**src/rtl/map_phase_sched.sv**
```systemverilog
// map_phase_sched: frame-level sequencer for the MAP decoder datapath.
// A start pulse in IDLE runs four phases of FRAME_LEN steps each
// (GAMMA write, ALPHA forward, BETA backward, LLR output), then a
// one-cycle DONE, then back to IDLE.
// Ports:
//   clk, rst              clock (rising edge), synchronous active-high reset
//   start                 frame request, honoured only in IDLE
//   stall                 datapath hold; freezes step counter and phase
//   busy, done, phase     handshake / status (phase: IDLE=0 .. DONE=5)
//   gm_we/gm_addr         gamma memory control
//   am_we/am_addr         alpha memory control
//   bm_we/bm_addr         beta memory control
//   llr_valid, llr_idx    LLR output qualifier and trellis step index
module map_phase_sched #(
  parameter int FRAME_LEN = 8,
  parameter int ADDR_W    = 8
) (
  input  logic              clk,
  input  logic              rst,
  input  logic              start,
  input  logic              stall,
  output logic              busy,
  output logic              done,
  output logic [2:0]        phase,
  output logic              gm_we,
  output logic [ADDR_W-1:0] gm_addr,
  output logic              am_we,
  output logic [ADDR_W-1:0] am_addr,
  output logic              bm_we,
  output logic [ADDR_W-1:0] bm_addr,
  output logic              llr_valid,
  output logic [ADDR_W-1:0] llr_idx
);

  localparam logic [2:0] S_IDLE  = 3'd0;
  localparam logic [2:0] S_GAMMA = 3'd1;
  localparam logic [2:0] S_ALPHA = 3'd2;
  localparam logic [2:0] S_BETA  = 3'd3;
  localparam logic [2:0] S_LLR   = 3'd4;
  localparam logic [2:0] S_DONE  = 3'd5;

  localparam logic [ADDR_W-1:0] LAST = ADDR_W'(FRAME_LEN - 1);

  logic [2:0]        phase_q, phase_n;
  logic [ADDR_W-1:0] k_q, k_n;

  logic              busy_n, done_n;
  logic              gm_we_n, am_we_n, bm_we_n, llr_valid_n;
  logic              gm_we_q, am_we_q, bm_we_q, llr_valid_q;
  logic [ADDR_W-1:0] gm_addr_n, am_addr_n, bm_addr_n, llr_idx_n;
  logic [ADDR_W-1:0] rev_n;

  // Next step: advance unless stalled in an active phase.
  always_comb begin
    phase_n = phase_q;
    k_n     = k_q;
    case (phase_q)
      S_IDLE: begin
        if (start) begin
          phase_n = S_GAMMA;
          k_n     = '0;
        end
      end
      S_GAMMA, S_ALPHA, S_BETA, S_LLR: begin
        if (!stall) begin
          if (k_q == LAST) begin
            phase_n = phase_q + 3'd1;
            k_n     = '0;
          end else begin
            k_n = k_q + ADDR_W'(1);
          end
        end
      end
      default: phase_n = S_IDLE;
    endcase
  end

  // Output values for the step about to be presented, so every output
  // leaves a flop; a held step recomputes identical addresses.
  always_comb begin
    rev_n       = LAST - k_n;
    busy_n      = 1'b0;
    done_n      = 1'b0;
    gm_we_n     = 1'b0;
    am_we_n     = 1'b0;
    bm_we_n     = 1'b0;
    llr_valid_n = 1'b0;
    gm_addr_n   = '0;
    am_addr_n   = '0;
    bm_addr_n   = '0;
    llr_idx_n   = '0;
    case (phase_n)
      S_GAMMA: begin
        busy_n    = 1'b1;
        gm_we_n   = 1'b1;
        gm_addr_n = k_n;
      end
      S_ALPHA: begin
        busy_n    = 1'b1;
        gm_addr_n = k_n;
        am_we_n   = 1'b1;
        am_addr_n = k_n;
      end
      S_BETA: begin
        busy_n    = 1'b1;
        gm_addr_n = rev_n;
        bm_we_n   = 1'b1;
        bm_addr_n = rev_n;
      end
      S_LLR: begin
        busy_n      = 1'b1;
        gm_addr_n   = k_n;
        am_addr_n   = k_n;
        bm_addr_n   = k_n;
        llr_valid_n = 1'b1;
        llr_idx_n   = k_n;
      end
      S_DONE:  done_n = 1'b1;
      default: ;
    endcase
  end

  always_ff @(posedge clk) begin
    if (rst) begin
      phase_q     <= S_IDLE;
      k_q         <= '0;
      busy        <= 1'b0;
      done        <= 1'b0;
      gm_we_q     <= 1'b0;
      am_we_q     <= 1'b0;
      bm_we_q     <= 1'b0;
      llr_valid_q <= 1'b0;
      gm_addr     <= '0;
      am_addr     <= '0;
      bm_addr     <= '0;
      llr_idx     <= '0;
    end else begin
      phase_q     <= phase_n;
      k_q         <= k_n;
      busy        <= busy_n;
      done        <= done_n;
      gm_we_q     <= gm_we_n;
      am_we_q     <= am_we_n;
      bm_we_q     <= bm_we_n;
      llr_valid_q <= llr_valid_n;
      gm_addr     <= gm_addr_n;
      am_addr     <= am_addr_n;
      bm_addr     <= bm_addr_n;
      llr_idx     <= llr_idx_n;
    end
  end

  assign phase = phase_q;

  // Enables are suppressed in the very cycle stall is high, so the held
  // step is issued once, when stall drops. Enables are zero outside the
  // active phases, so stall cannot affect IDLE or DONE.
  assign gm_we     = gm_we_q     & ~stall;
  assign am_we     = am_we_q     & ~stall;
  assign bm_we     = bm_we_q     & ~stall;
  assign llr_valid = llr_valid_q & ~stall;

endmodule

```
**config.mk**
```make
export PLATFORM = sky130hd
export DESIGN_NAME = map_phase_sched
export DESIGN_NICKNAME = d
export VERILOG_FILES = /design/src/rtl/map_phase_sched.sv
export SDC_FILE = /design/constraint.sdc
export NUM_CORES = 1
export LEC_CHECK = 0
export BUFFER_PORTS_ARGS = -buffer_cell sky130_fd_sc_hd__buf_2
export CAP_MARGIN = 25
export CORE_ASPECT_RATIO = 0.8
export CORE_MARGIN = 10
export CORE_UTILIZATION = 56
export DETAILED_ROUTE_END_ITERATION = 6
export HOLD_SLACK_MARGIN = 0.08
export PLACE_DENSITY = 0.83
export SLEW_MARGIN = 0
export SYNTH_ARGS = -nofsm -noshare
export SYNTH_HDL_FRONTEND = slang
export SYNTH_SLANG_ARGS = --single-unit
```
**constraint.sdc**
```tcl
create_clock -name clk -period 6.18 [get_ports clk]
set_clock_uncertainty 0.1 [all_clocks]
set_input_delay 0.618 -clock clk [delete_from_list [all_inputs] [get_ports clk]]
set_output_delay 0.618 -clock clk [all_outputs]
set_load 0.05 [all_outputs]
```
==> run metrics <==
outcome=completed; Hold Fails Final Rpt=0; Inserted Clock Buffers=5; Antenna Nets Post-Route=0; critical path class=flop to flop; simple-gate area share of the yosys netlist=roughly a quarter; part of the power in the clock network=about two fifths; Worst-path clk slew=around 0.090 ns; final cycle utilization of the critical path=a little over half; # Post-CTS Setup Buffers=0; Primary FF master, synth=dfxtp_1; R2R Setup Slk=around 2.9 ns; Slew headroom=~40%; syn_nets=just under 200; CP Buf/Inv Count=1; Max Root-Sink Buffers=2; diodes inserted=0; hold_buf cts=0; top-count cell post-synth=dfxtp_1; Pint=~0.00046 W; Setup crit end kind=flop; post-synthesis sequential area ratio=51.9%; worst-path cell chain=inv_1 > ha_1 > nor4_1 > nor2_1 > and3_1 > a211oi_1 > ha_1 > nand3_1 > xor2_1 > o32ai_1; CTS Sinks=slightly below 50; yosys warns=0; nets=~240; count of cell types in the netlist=slightly above 40; grt ovf=0; synth cell count leaders=dfxtp_1 (49), nor2_1 (25), nor3_1 (11); min cycle time layout=3.27 ns; adder-cell share of the synthesized area=under 10%; Final setup viols=0; Seq pwr share=a little over half; Avg Inst Size Synth=between 10 and 15 sq um; post-synthesis cell count=188; CP Max Fanout=7; Synth area leader=dfxtp_1; vias per cell=approximately 5.6; Worst-Skew Late Latency=roughly 0.30 ns; largest net degree at the start of global routing=26; FILL cells=between 200 and 250; Slew @ Worst Pin=~0.9 ns; Required @ worst endpoint=between 6 and 7 ns; Max VDD drop=~0.00019 V; vias in the first global route=between 1000 and 1500; GRT Total Usage=about 14%; Post-CTS Resized=0; DRT iter0 DRCs=158; worst min path class=flop to flop; Slew Limit Fails=0; total power=between 0.0006 and 0.0007 W; register bit total from synthesis=49; XOR/XNOR Fraction of Synth Area=under 10%; CTS tree=built; RSZ-0062 raised after global routing=no; io pins=45; number of core rows=18; Switching Share=between 20% and 30%; core box area=3150 sq um; max_cap viols=0; die area=between 6000 and 7000 sq um; CP Launch Type=flop; layout cells sized above 1=between 20 and 30%; Async SR Flop Fraction=0%; Switch Pwr=~0.00014 W; initial core utilization=between 50 and 60%; Area contributors post-synth=dfxtp_1 (52%), nor2_1 (5.0%), ha_1 (4.0%), nor2b_1 (3.3%), nor3_1 (2.9%); vias=1538; DR pass1 iterations=4; largest family of logic cells by synthesized area=simple AND/OR/NAND/NOR gates; crit-path leading delay family=simple AND/OR/NAND/NOR gates; chip height=roughly 70 um; Clock Root Buffer=clkbuf_8; first-pass GRT wire length=just over 7 mm; Wirelength per Cell=about 16 um; Power Dens Cells=266 nW/um^2; slowest CP cell=a211oi_1; Area Overhead vs Synth=19.7%; CP most frequent cell=ha_1; Synth Area in Compound Gates=approximately 14%; Worst Path Arrival=~3.4 ns; initial antenna violation count=0; H-tree depth=2; hpwl dp=between 3 and 4 mm; Final Wtd Congestion=roughly 0.81; post-synth top area share=about half; CP max stage delay=around 0.75 ns; Gate power share=about 7.7%; mux share of post-synthesis cell area=around 1.2%; final wirelength=~4.5 mm; IO buf count=44; Post-synth EDFFs=0; fmax=about 0.3 GHz; Remaining DRCs=0; Static Leakage=1.00 nW; die width=roughly 85 um; setup TNS=0 ns; mapped cell area=about 1900 sq um
==> sequential cells by signal, indices dropped and copies added, names as in the netlist <==
name	count
bm_we_q	1
gm_addr	8
busy	1
am_we_q	1
done	1
gm_we_q	1
phase	3
bm_addr	8
llr_idx	8
llr_valid_q	1
am_addr	8
k_q	8
==> kinds of logic (layout without fill, tap and decap cells) <==
kind of cell	Yosys count	after routing
AOI/OAI and AO/OA	35	35
adders and majority gates	6	6
DFF	49	49
buffers and inverters	11	58
xor gates and xnor gates	6	6
and+or+nand+nor	80	80
muxes	1	1
==> layout make-up <==
type	instances	area (sq um)	share of cell area (%)
multi-input combinational	128	867	38.4
timing repair buffer	44	220	9.74
tap	40	50.0	2.21
clock buffer	6	82.6	3.65
sequential	49	981	43.4
inverter	6	22.5	0.996
clock inverter	2	37.5	1.66
==> placed cells by master (no fill, tap or decap), types with 3 or more instances in the layout <==
master	instances
xor2_1	3
inv_1	6
buf_2	44
o22ai_1	4
nand3_1	3
o31ai_1	3
xnor2_1	3
a21oi_1	5
o32ai_1	3
nand2b_1	4
a21o_1	3
dfxtp_1	49
clkbuf_8	6
and2_1	3
nor2_1	25
nand2_1	8
nor2b_1	10
o21ai_0	6
ha_1	6
nor3_1	11
==> final timing paths <==
check            from  cells past startpoint    endpoint
max          phase[1]                     10  gm_addr[7]
min            k_q[1]                      2  am_addr[1]
max reg2reg  phase[1]                     10  gm_addr[7]
min reg2reg    k_q[1]                      2  am_addr[1]
==> through the flow <==
step | std cells | area [sq um] | utilization [%] | setup slack (ns) | hold WS [ns]
after CTS | 275 | 2260 | 71.7 | 2.91 | 0.526
after detailed placement | 267 | 2140 | 67.9 | 2.95 | 0.481
after floorplan | 188 | 1890 | - | 2.96 | 0.412
after global placement | 267 | 2140 | 67.9 | 3.06 | 0.469
after global routing | 275 | 2260 | 71.7 | 2.55 | 0.559
final | 275 | 2260 | 71.7 | 2.91 | 0.531
==> worst min-delay path, stage by stage (launching register included) <==
cell and delay (ns):
dfxtp_1 0.39, a21oi_1 0.11, nor2_1 0.09
==> layer usage <==
layer / vias up / GRT usage, % / share of wire [%] / routed length [um]
li1: 751 / - / - / -
met1: 730 / 17.0 / 43 / 1930
met2: 51 / 23.1 / 47 / 2120
met3: 6 / 7.25 / 9.2 / 415
met4: 0 / 3.65 / 0.84 / 38
met5: - / 0 / 0 / 0
==> power groups by stage <==
stage                     logic (W)  clock network (W)  registers [W]
final                     0.0000461           0.000235       0.000320
after global routing      0.0000500           0.000250       0.000320
after CTS                 0.0000462           0.000236       0.000320
after detailed placement  0.0000457                  0       0.000327
after global placement    0.0000452                  0       0.000328
after floorplan           0.0000298                  0       0.000333
Note: power is estimated with default switching activity, not from simulation.
